`config.mk`:
```
export PLATFORM = sky130hd
export DESIGN_NAME = gb_cpu_fetch_unit
export DESIGN_NICKNAME = d
export VERILOG_FILES = /design/src/rtl/gb_cpu_common_pkg.sv /design/src/rtl/gb_cpu_tcycle_counter.sv /design/src/rtl/gb_cpu_fetch_unit.sv
export SDC_FILE = /design/constraint.sdc
export NUM_CORES = 1
export LEC_CHECK = 0
export ABC_AREA = 1
export CORE_MARGIN = 2
export CORE_UTILIZATION = 38
export DETAILED_ROUTE_END_ITERATION = 8
export PLACE_DENSITY = 0.91
export RECOVER_POWER = 50
export SYNTH_ARGS = -nofsm -noshare
export SYNTH_HDL_FRONTEND = slang
export SYNTH_SLANG_ARGS = --single-unit
```
`constraint.sdc`:
```
create_clock -name clk -period 2.12 [get_ports clk]
set_clock_uncertainty 0.05 [all_clocks]
set_input_delay 0.318 -clock clk [delete_from_list [all_inputs] [get_ports clk]]
set_output_delay 0.318 -clock clk [all_outputs]
set_load 0.02 [all_outputs]
```
`src/rtl/gb_cpu_common_pkg.sv`:
```
// Shared types and constants for the CPU front end (fetch unit and sequencer).
package gb_cpu_common_pkg;

    typedef enum logic [1:0] {
        IDLE     = 2'd0,
        FETCH    = 2'd1,
        FETCH_CB = 2'd2,
        HALTED   = 2'd3
    } fetch_state_t;

    localparam logic [7:0] CB_PREFIX_BYTE = 8'hCB;

endpackage

```
`src/rtl/gb_cpu_tcycle_counter.sv`:
```
// Free-running T-cycle counter; four T-cycles per M-cycle, tcnt==0 starts one.
module gb_cpu_tcycle_counter (
    input  logic       clk,
    input  logic       rst_n,
    output logic [1:0] tcnt,
    output logic       mcycle_start
);

    always_ff @(posedge clk or negedge rst_n) begin
        if (!rst_n)
            tcnt <= '0;
        else
            tcnt <= tcnt + 2'd1;
    end

    assign mcycle_start = (tcnt == 2'd0);

endmodule

```
`src/rtl/gb_cpu_fetch_unit.sv`:
```
// Opcode fetch unit: one M-cycle per byte, 0xCB prefix handling, HALT blocking.
// Define GB_CPU_HALT_BUG_EN to suppress pc_inc on the first fetch after HALT.
module gb_cpu_fetch_unit
    import gb_cpu_common_pkg::*;
#(
    parameter logic [7:0] RESET_OPCODE = 8'h00
) (
    input  logic        clk,
    input  logic        rst_n,
    input  logic        fetch_start,
    input  logic        halt,
    input  logic [15:0] pc,
    input  logic [7:0]  mem_rdata,
    output logic [15:0] mem_addr,
    output logic        mem_rd,
    output logic        pc_inc,
    output logic [7:0]  opcode,
    output logic        cb_prefix,
    output logic        instr_valid,
    output logic        busy
);

    fetch_state_t state, next_state;
    logic [1:0]   tcnt;
    logic         mcycle_start;
    logic         last_t;
    logic         load_op;
    logic         set_cb_pending;
    logic         cb_pending;
    logic         iv_q;
    logic         pc_inc_suppress;
    logic         arm_halt_bug;
    logic         clear_halt_bug;

    gb_cpu_tcycle_counter u_tcnt (
        .clk          (clk),
        .rst_n        (rst_n),
        .tcnt         (tcnt),
        .mcycle_start (mcycle_start)
    );

    assign last_t = (tcnt == 2'd3);

    always_ff @(posedge clk or negedge rst_n) begin
        if (!rst_n)
            state <= IDLE;
        else
            state <= next_state;
    end

    always_comb begin
        next_state     = state;
        mem_rd         = 1'b0;
        mem_addr       = '0;
        busy           = 1'b0;
        pc_inc         = 1'b0;
        load_op        = 1'b0;
        set_cb_pending = 1'b0;
        arm_halt_bug   = 1'b0;
        clear_halt_bug = 1'b0;
        case (state)
            IDLE: begin
                if (last_t) begin
                    if (halt)
                        next_state = HALTED;
                    else if (fetch_start)
                        next_state = FETCH;
                end
            end
            FETCH, FETCH_CB: begin
                mem_rd   = 1'b1;
                mem_addr = pc;
                busy     = 1'b1;
                if (last_t) begin
                    pc_inc         = !pc_inc_suppress;
                    clear_halt_bug = 1'b1;
                    // Only a plain FETCH treats 0xCB as a prefix; in FETCH_CB it is an opcode.
                    if (state == FETCH && mem_rdata == CB_PREFIX_BYTE) begin
                        set_cb_pending = 1'b1;
                        next_state     = FETCH_CB;
                    end else begin
                        load_op    = 1'b1;
                        next_state = IDLE;
                    end
                end
            end
            HALTED: begin
                if (last_t && !halt) begin
                    if (fetch_start) begin
                        next_state   = FETCH;
                        arm_halt_bug = 1'b1;
                    end else begin
                        next_state = IDLE;
                    end
                end
            end
            default: next_state = IDLE;
        endcase
    end

    always_ff @(posedge clk or negedge rst_n) begin
        if (!rst_n) begin
            opcode     <= RESET_OPCODE;
            cb_prefix  <= 1'b0;
            cb_pending <= 1'b0;
            iv_q       <= 1'b0;
        end else begin
            iv_q <= load_op;
            if (load_op) begin
                opcode     <= mem_rdata;
                cb_prefix  <= cb_pending;
                cb_pending <= 1'b0;
            end else if (set_cb_pending) begin
                cb_pending <= 1'b1;
            end
        end
    end

    assign instr_valid = iv_q && mcycle_start;

`ifdef GB_CPU_HALT_BUG_EN
    logic halt_bug_armed;

    always_ff @(posedge clk or negedge rst_n) begin
        if (!rst_n)
            halt_bug_armed <= 1'b0;
        else if (arm_halt_bug)
            halt_bug_armed <= 1'b1;
        else if (clear_halt_bug)
            halt_bug_armed <= 1'b0;
    end

    assign pc_inc_suppress = halt_bug_armed;
`else
    logic unused_halt_bug;

    assign unused_halt_bug = arm_halt_bug ^ clear_halt_bug;
    assign pc_inc_suppress = 1'b0;
`endif

endmodule

```
==> impl_metrics.ini, run 1 <==
[yosys]
synth-adder-area-share = 0.0726
synth_top_family_by_area = simple AND/OR/NAND/NOR gates
netlist.area_leader.share = 0.435
synth_compound_area_frac = 0.0363
synth-simple-area-share = 0.298
synth_fp_nets = 154
ys_types = 18
synth_cells = 121
ys_seq_area_frac = 0.435
yosys_warnings = 0
syn_avg_cell_area_um2 = 7.12
syn_area_um2 = 862
synth_top_area_cell = dfrtp_1
synthMuxAreaShare = 0
synth_xor_area_frac = 0
yosys-top-cells-area = dfrtp_1 (44%), nand2_1 (24%), inv_1 (11%)
ys_seq_elements = 15

[place]
dpl-instance-area_um2 = 1450
dp_slack_ns = 0.104
gp_congestion = 0.814
io_buffer_count = 56
dp_hpwl_um = 1910

[cts]
clk_pin_slew_ns = 0.08
clock-sinks = 15
clockBufferDepth = 2
cts_tree = yes
cts_setup_buffers = 0
htreeDepth = 1
numCtsBuffers = 3
insertion_delay_ns = 0.28
clockRootBuffer = clkbuf_4

[routing]
dr.pass1.iters = 3
vias = 915
ant_nets = 0
route.detailed.drc = 0
drt-total-wl_um = 2280
vias_per_cell = 4.42
drt_iter0_drc = 6
wl_per_cell_um = 11.0

[global_route]
grt_max_degree = 22
first_global_vias = 951
grt_pass1_wl_um = 3800
grt_use_total = 0.192
antenna_found_initial = 0
grt_overflow = 0

[sta]
final-max-slew-violation-count = 0
setup_tns_ns = 0
rsz0062_at_grt = no
min_period_ns = 2.04
setup_slack_ns = 0.0821
hold_viol = 0
max_freq_ghz = 0.491
setup_viol = 0
relSlewSlack = 0.555
worst_pin_slew_ns = 0.666
period_share = 0.961

[power]
vdd_drop_max_v = 0.000788
total_power_mw = 1.89
powerDensity_nw_per_um2 = 1300
p_leak_nw = 0.865

[cells_and_area]
nets = 213
syn2layout_area_growth_pct = 68.5
design_area_um2 = 1450
final_core_util = 0.670
diodes = 0
layout-drive-gt1-share = 0.0503

[run_status]
outcome = finished, final reports clean

[floorplan]
start_util = 0.397
num_rows = 17
die_h_um = 51.6
die_w_um = 51.6
coreArea_um2 = 2170
die_area_um2 = 2670
pin_count = 57

[critical_path]
crit_arrival_ns = 1.67
start_kind = register
critPathMaxFanout = 21
critPathCaptureType = primary output
worstSetupPathType = reg -> out
required_ns = 1.75

[run]
drv_cap = 0

[hold_path]
hold_class = reg -> reg
[where the power goes]
group	internal (mW)	leakage, nW	switching (mW)
Clock	0.0731	0.0150	0.0859
Combinational	0.541	0.665	0.727
Sequential	0.395	0.186	0.0664
[worst max-delay path, stage by stage (launching register included)]
cell and delay [ns]:
dfrtp_1 0.40, inv_1 0.06, ha_1 0.34, buf_12 0.16, nand2_1 0.06, inv_1 0.05, dlygate4sd2_1 0.32
[per-stage QoR]
stage / std cells / hold WS (ns)
2_1_floorplan: 121 / -0.0276
3_3_place_gp: 203 / 0.379
3_5_place_dp: 203 / 0.393
4_1_cts: 207 / 0.396
5_1_grt: 207 / 0.428
6_report: 207 / 0.400
[cell type report]
| cell class | count | area (um2) |
|---|---|---|
| flip-flops and latches | 15 | 375 |
| well taps | 28 | 35.0 |
| fillers | 195 | 717 |
| repair buffers | 58 | 567 |
| clock buffers | 4 | 26.3 |
| multi-input cells | 75 | 348 |
| inverters | 27 | 101 |
[final timing paths]
path / startpoint / to / slack, ns / cells past startpoint
hold / removal: u_tcnt.tcnt[0] / u_tcnt.tcnt[0] / 0.40 / 1
hold reg to reg: u_tcnt.tcnt[0] / u_tcnt.tcnt[0] / 0.40 / 1
max in group asynchronous: rst_n / u_tcnt.tcnt[0] / 1.14 / 1
setup / recovery: state[0] / mem_addr[4] / 0.08 / 6
setup reg to reg: state[0] / opcode[3] / 0.31 / 9
min in group asynchronous: rst_n / opcode[0] / 0.45 / 1
[kinds of logic (layout without fill, tap and decap cells)]
| group | Yosys count | count (layout) |
|---|---|---|
| simple gates | 65 | 65 |
| compound gates | 5 | 5 |
| buf+inv | 31 | 89 |
| fa+ha+maj | 5 | 5 |
| flops | 15 | 15 |
[cells in the final DEF (no fill, tap or decap), types with 3 or more instances in the layout]
master / synthesis / routed
dlygate4sd3_1: 0 / 8
inv_1: 25 / 25
ha_1: 5 / 5
dfrtp_1: 15 / 15
clkdlybuf4s50_1: 0 / 29
clkbuf_4: 0 / 3
dlygate4sd2_1: 0 / 14
nand2_1: 54 / 55
nor2_1: 5 / 5
clkdlybuf4s15_1: 0 / 5
[flip-flops by register name, indices dropped and copies added, names as in the netlist]
name and flops:
opcode 8, iv_q 1, u_tcnt.tcnt 2, cb_pending 1
state 2, cb_prefix 1
[cells in the mapped netlist]
cell,number
a21oi_1,1
buf_2,1
buf_4,1
buf_6,2
dfrtp_1,15
ha_1,5
inv_1,25
inv_2,2
nand2_1,54
nand2_2,1
nand3_1,2
nand4_1,1
nor2_1,5
nor2_2,2
o21ai_0,1
o21ai_1,1
o21ai_2,1
o21bai_1,1
[metal layers]
| layer | wire length [um] | vias to the layer above | global-route usage |
|---|---|---|---|
| met5 | 0 | - | 0 |
| met4 | 41 | 0 | 0.110 |
| met2 | 1070 | 57 | 0.340 |
| met3 | 269 | 4 | 0.0402 |
| li1 | - | 462 | - |
| met1 | 897 | 392 | 0.211 |
[timing repair]
item                       in CTS  in global routing
gates resized for setup        19                  5
setup endpoints to repair      19                  5
hold buffers                    0                  0
No activity file was read; power rests on OpenSTA's default activity.
==> inputs of run 2 (changes only) <==
ABC_AREA = unset   (was 1)
CORE_UTILIZATION = 37   (was 38)
PLACE_DENSITY = 0.9   (was 0.91)
==> run 2 against run 1 <==
  * Fmax down 0.29%
  * Clock power is 3% higher
  * Synthesized cell count is 37% lower
  * Hold slack better by 0.0081 ns
  * Sequential power down 4%
  * Count of clock-buffer cells in the layout unchanged
  * Via count shrank 15%
  * Combinational power up 16%
  * Final cell count down 21%
  * Largest cell class unchanged
  * Highest routed layer unchanged
==> impl_metrics.ini, run 2 <==
[run_status]
outcome = finished, final reports clean

[power]
p_leak_nw = 0.704
vdd_drop_max_v = 0.000700
total_power_mw = 2.08
powerDensity_nw_per_um2 = 1390

[critical_path]
startpoint = state[1]
timing.reg2reg.setup_slack_ns = 0.24
start_kind = register
critPathMaxFanout = 19
required_ns = 1.75
critPathCaptureType = primary output
crit_arrival_ns = 1.68
critical-path-max-stage-delay_ns = 0.41
path_cells = inv_1 -> ha_4 -> buf_12 -> and2_1 -> dlygate4sd2_1
worstSetupPathType = reg -> out
cpMaxStageDelayCell = dfrtp_1
r2r_start = state[1]

[routing]
dr.pass1.iters = 4
ant_nets = 0
vias_per_cell = 4.75
drt-total-wl_um = 2420
vias = 779
route.detailed.drc = 0
drt_iter0_drc = 11
wl_per_cell_um = 14.7

[yosys]
synth_top_area_cell = dfrtp_1
yosys_warnings = 0
synth_cells = 76
syn_avg_cell_area_um2 = 11.1
ys.flop_type = dfrtp_1
synth.cells.most_frequent = and2_1 (17), dfrtp_1 (15), mux2_4 (7), inv_1 (6), ha_1 (5)
synth_fp_nets = 109
ys_seq_area_frac = 0.444
synth_xor_area_frac = 0
synth_top_family_by_area = simple AND/OR/NAND/NOR gates
synth_compound_area_frac = 0.0725
ys_types = 28
async_flop_share = 1.00
yosys-top-cells-area = dfrtp_1 (44%), and2_1 (13%), mux2_4 (12%)
yosysMostFrequentCell = and2_1
syn_area_um2 = 846
ys_seq_elements = 15
netlist.area_leader.share = 0.444
synthMuxAreaShare = 0.136
synth_edf_count = 0
synth-simple-area-share = 0.216
synth-adder-area-share = 0.0740

[sta]
final-max-slew-violation-count = 0
relSlewSlack = 0.544
rsz0062_at_grt = no
hold_slack_ns = 0.408
hold_viol = 0
period_share = 0.964
worst_pin_slew_ns = 0.681
min_period_ns = 2.04
setup_tns_ns = 0
max_freq_ghz = 0.489
setup_viol = 0

[cts]
cts_tree = yes
insertion_delay_ns = 0.29
clockRootBuffer = clkbuf_4
clock-sinks = 15
clockBufferDepth = 2
numCtsBuffers = 3
clk_pin_slew_ns = 0.09
cts_setup_buffers = 0
htreeDepth = 1

[floorplan]
die_w_um = 51.8
start_util = 0.386
pin_count = 57
die_h_um = 51.8
die_area_um2 = 2680
num_rows = 17
coreArea_um2 = 2190

[cells_and_area]
layout-drive-gt1-share = 0.154
reg_top3 = opcode x8, state x2, u_tcnt.tcnt x2
largest_reg_flops = 8
regMostFlops = opcode
final_common_cell = clkdlybuf4s50_1
syn2layout_area_growth_pct = 76.9
design_area_um2 = 1500
nets = 170
diodes = 0
final_core_util = 0.683
layout_common_cells = clkdlybuf4s50_1 (27), and2_1 (17), dfrtp_1 (15), clkdlybuf4s15_1 (11), dlygate4sd3_1 (10)

[global_route]
grt_max_degree = 20
grt_pass1_wl_um = 3550
grt_use_total = 0.189
grt_overflow = 0
first_global_vias = 764
antenna_found_initial = 0

[place]
dpl-instance-area_um2 = 1460
dp_hpwl_um = 1980
io_buffer_count = 56
gp_congestion = 0.792

[run]
drv_cap = 0

[hold_path]
hold_class = reg -> reg
hold_start = u_tcnt.tcnt[0]
## run 2: layout make-up
cell class	count	area (um2)
Fill cell	162	694
Inverter	6	22.5
Sequential cell	15	375
Timing Repair Buffer	60	603
Tap cell	28	35.0
Multi-Input combinational cell	51	434
Clock buffer	4	26.3
## run 2: path summary, 6_finish.rpt
kind / to / cells past startpoint
setup / recovery: mem_addr[2] / 5
hold / removal: u_tcnt.tcnt[0] / 1
setup reg to reg: opcode[1] / 7
hold reg to reg: u_tcnt.tcnt[0] / 1
max in group asynchronous: u_tcnt.tcnt[0] / 1
min in group asynchronous: cb_prefix / 1
## run 2: timing repair
action,in CTS,in global routing
hold buffers,0,0
resized for setup,28,11
setup endpoints to repair,19,11
## run 2: kinds of logic after synthesis
kind of cell | Yosys count
adders and majority gates | 5
DFF | 15
AOI/OAI and AO/OA | 8
buffers and inverters | 10
and+or+nand+nor | 30
muxes | 8
## run 2: stage by stage
step,instances,setup slack (ns)
after CTS,164,0.0481
after global placement,160,0.0976
after floorplan,76,0.218
final,164,0.0762
after detailed placement,160,0.0325
after global routing,164,0.00190
## run 2: critical path: cells and delay by family (launching register included)
family                     cells  cell delay (ns)
adders and majority gates      1             0.31
buffers and inverters          3             0.56
DFF                            1             0.41
and+or+nand+nor                1             0.11
## run 2: power by group
part | internal (mW) | switching (mW)
clock network | 0.0731 | 0.0912
logic | 0.730 | 0.741
registers | 0.385 | 0.0593
## run 2: per-layer routing
layer  routed length (um)  part of all wire  global-route usage  vias up
met1                  915              0.38               0.198      386
met3                   74             0.031              0.0431        2
met5                    0                 0                   0        -
met2                 1400              0.58               0.365       18
li1                     -                 -                   -      373
met4                   20            0.0083              0.0658        0
==> inputs of run 3 (changes only) <==
--- a/constraint.sdc
+++ b/constraint.sdc
@@ -3,3 +3,3 @@
 set_input_delay 0.318 -clock clk [delete_from_list [all_inputs] [get_ports clk]]
 set_output_delay 0.318 -clock clk [all_outputs]
-set_load 0.02 [all_outputs]
+set_load 0.1 [all_outputs]
==> run 3 against run 2 <==
  * Core utilization grew 6.5 points
  * Critical endpoint unchanged
  * Sequential share of layout area shrank 2.2 points
  * Final cell count shrank 1.8%
  * Highest routed layer unchanged
  * First-iteration DRC count shrank 64%
  * Global-route usage grew 2.6 points
  * Die area is the same
  * Via count grew 2.2%
  * Setup slack gained 0.055 ns
  * Routed wire length grew 8.5%
==> impl_metrics.ini, run 3 (synthesized netlist as in run 2, its figures left out) <==
[place]
dp_hpwl_um = 2210
dp_slack_ns = 0.0720
io_buffer_count = 56
gp_congestion = 0.763

[routing]
vias_per_cell = 4.94
dr.pass1.iters = 4
wl_per_cell_um = 16.3
ant_nets = 0
drt-total-wl_um = 2620
route.detailed.drc = 0
drt_iter0_drc = 4
vias = 796

[global_route]
first_global_vias = 884
grt_pass1_wl_um = 4100
antenna_found_initial = 0
grt_overflow = 0
grt_use_total = 0.216
grt_max_degree = 22

[critical_path]
startpoint = state[0]
timing.reg2reg.setup_slack_ns = 0.17
start_kind = register
r2r-end = opcode[3]
crit_arrival_ns = 1.62
r2r_start = state[1]
critPathMaxFanout = 21
critPathCaptureType = primary output
crit_end = mem_addr[2]
required_ns = 1.75
ff2ff_path_depth = 6
worstSetupPathType = reg -> out

[run]
drv_cap = 0

[sta]
hold_viol = 0
worst_pin_slew_ns = 0.674
max_freq_ghz = 0.503
setup_viol = 0
final-max-slew-violation-count = 0
setup_tns_ns = 0
min_period_ns = 1.99
period_share = 0.938
setup_slack_ns = 0.131
rsz0062_at_grt = no
relSlewSlack = 0.549

[hold_path]
hold_class = reg -> reg
holdPathStages = 1
hold_start = u_tcnt.tcnt[0]

[floorplan]
die_h_um = 51.8
die_w_um = 51.8
die_area_um2 = 2680
coreArea_um2 = 2190
pin_count = 57
start_util = 0.386
num_rows = 17

[cts]
clockRootBuffer = clkbuf_4
clockBufferDepth = 2
htreeDepth = 1
insertion_delay_ns = 0.28
cts_resized = 0
clock-sinks = 15
cts_setup_buffers = 0
numCtsBuffers = 3
cts_tree = yes
hold_buffers = 0
clk_pin_slew_ns = 0.08

[cells_and_area]
regMostFlops = opcode
reg_top3 = opcode x8, state x2, u_tcnt.tcnt x2
nets = 167
layout_common_cells = clkdlybuf4s50_1 (26), buf_12 (19), dfrtp_1 (15), and2_4 (10), clkbuf_2 (10)
layout-drive-gt1-share = 0.444
diodes = 0
final_common_cell = clkdlybuf4s50_1
largest_reg_flops = 8
syn2layout_area_growth_pct = 93.6

[run_status]
outcome = finished, final reports clean
run 3: stage by stage:
| step | instances | hold slack, ns | utilization | instance area, um2 |
|---|---|---|---|---|
| after global placement | 157 | 0.378 | 0.751 | 1650 |
| final | 161 | 0.398 | 0.748 | 1640 |
| after floorplan | 76 | -0.0276 | - | 892 |
| after global routing | 161 | 0.448 | 0.748 | 1640 |
| after detailed placement | 157 | 0.393 | 0.751 | 1650 |
| after CTS | 161 | 0.405 | 0.763 | 1670 |
run 3: how the worst min path moves through the flow:
stage	end	slack (ns)
final	u_tcnt.tcnt[0]	0.40
after detailed placement	u_tcnt.tcnt[0]	0.39
after global routing	u_tcnt.tcnt[0]	0.45
after global placement	u_tcnt.tcnt[0]	0.38
after floorplan	cb_pending	-0.03
after CTS	u_tcnt.tcnt[0]	0.40
run 3: worst max-delay path, stage by stage, from the launching register on:
cell,delay [ns]
dfrtp_1,0.39
inv_1,0.10
ha_4,0.28
buf_6,0.19
and2_2,0.20
buf_12,0.17
run 3: area by class of cell:
| type | count | area (um2) |
|---|---|---|
| repair buffers | 57 | 712 |
| multi-input cells | 51 | 467 |
| well taps | 28 | 35.0 |
| fillers | 150 | 553 |
| inverters | 6 | 22.5 |
| clock buffers | 4 | 26.3 |
| flip-flops and latches | 15 | 375 |
run 3: per-layer routing:
layer	vias to the layer above	track usage	share of wire
li1	367	-	-
met1	377	0.214	0.37
met2	49	0.421	0.53
met3	3	0.0661	0.095
met4	0	0.0658	0.010
met5	-	0	0
Power of run 3 is left out: the tool's default activity adds up to more than one toggle a clock period on the data nets, which glitch-free logic cannot reach.
==> variant: new RTL, config.mk and constraints of run 3 <==
The option `GB_CPU_HALT_BUG_EN` is turned on by a define.
--- a/src/rtl/gb_cpu_fetch_unit.sv
+++ b/src/rtl/gb_cpu_fetch_unit.sv
@@ -1,5 +1,7 @@
 // Opcode fetch unit: one M-cycle per byte, 0xCB prefix handling, HALT blocking.
 // Define GB_CPU_HALT_BUG_EN to suppress pc_inc on the first fetch after HALT.
+`define GB_CPU_HALT_BUG_EN
+
 module gb_cpu_fetch_unit
     import gb_cpu_common_pkg::*;
 #(
Behaviour: no difference found for any inputs over 10 cycles, from zero or initial values and one cycle with rst_n low; that may be too few to reach the edited logic, so the function may still have changed.
==> variant against run 3 <==
Cell area is 4.6% higher; utilization rose by 2.7 points; via count is 4.9% higher; sequential share of layout area is 0.46 points higher; worst hold slack better by 0.0094 ns; worst setup slack got worse by 0.030 ns; synthesized cell count up 2.6%; sequential cell count up 1; wire length shrank 11%; synthesized area grew 2.1%; register-to-register slack worse by 0.05 ns; highest routed layer unchanged.
Power is left out: the tool's default activity adds up to more than one toggle a clock period on the data nets, which glitch-free logic cannot reach.
==> variant: results (changes against run 3) <==
grt_use_met1_pct: 21.0  # -0.44 points
dp.cells: 161  # +2.5%
use_met2_pct: 31.7  # -10 points
cp.arrival_ns: 1.65  # +0.03 ns
postPlaceCellArea_mm2: 0.00169  # +2.7%
track_usage_pct: 18.3  # -3.3 points
final.fill_count: 147  # -2.0%
dr_wl_met3_um: 318  # +28%
ys_seq_area_share_pct: 46.4  # +2.0 points
min_path_cells: 1  # unchanged
grt_pass1_vias: 801  # -9.4%
place.gp.congestion: 0.735  # -3.7%
synthTopCellsByCount: "and2_1, dfrtp_1, mux2_2"
viasPerCell: 5.00  # +1.1%
drt_iter0_drc: 11  # +7
ff2ff_setup_slack_ns: 0.12  # -0.05 ns
dp_hpwl_um: 1950  # -12%
drive_gt1_share_pct: 47.5  # +3.1 points
rr_endpoint: "opcode[5]"
post-place-ws_ns: 0.162  # +0.0899 ns
worst_hold_slack_ns: 0.408  # +0.00936 ns
wirelength_um: 2320  # -11%
vias: 835  # +4.9%
drt-met1-wl_um: 885  # -8.1%
synth_area_leaders: "dfrtp_1, and2_1, mux2_2"
syn_nets: 111  # +1.8%
cp_max_fo: 5  # -76%
timing.rr.start: "state[0]"
synth_cell_types: 26  # -7.1%
grtUsageMet3_pct: 5.71  # -0.89 points
worstRegToRegCells: 5  # -1
met2_wirelength_um: 1090  # -21%
clkSinkCount: 16  # +1
grt_pass1_wl_um: 3660  # -11%
synthCells: 78  # +2.6%
fmax_ghz: 0.495  # -1.5%
status: "finished, final reports clean"
grt_max_degree: 19  # -14%
worstMarginPinSlew_ns: 0.702  # +0.0286 ns
top_regs: "opcode (8), state (2), u_tcnt.tcnt (2)"
cp-startpoint: "state[1]"
crit_path_end: "pc_inc"
clockBufferDepth: 2  # unchanged
fin_nets: 173  # +3.6%
## variant: critical path, stage by stage, from the launching register on
cell and delay, ns:
dfrtp_1 0.39, inv_1 0.10, ha_4 0.33, nand2_1 0.09, buf_4 0.17, nor2_4 0.10, buf_12 0.18
## variant: final cells by class
class / instances / area, um2 / share of cell area (%)
Inverter: 4 / 15.0 / 0.877
Timing Repair Buffer: 60 / 749 / 43.8
Multi-Input combinational cell: 55 / 477 / 27.8
Clock buffer: 4 / 36.3 / 2.12
Tap cell: 28 / 35.0 / 2.05
Sequential cell: 16 / 400 / 23.4
## variant: cell families after synthesis
logic type,count (synthesis),synth area share [%]
muxes,9,11.6
adders and majority gates,5,7.25
AOI/OAI and AO/OA,7,7.39
buffers and inverters,7,3.48
and+or+nand+nor,34,23.9
DFF,16,46.4
## variant: repair_timing
action / in CTS / in global routing
setup buffers: 0 / 2
gates resized for setup: 0 / 1
setup endpoints to repair: 0 / 7
hold endpoints to repair: 0 / 0
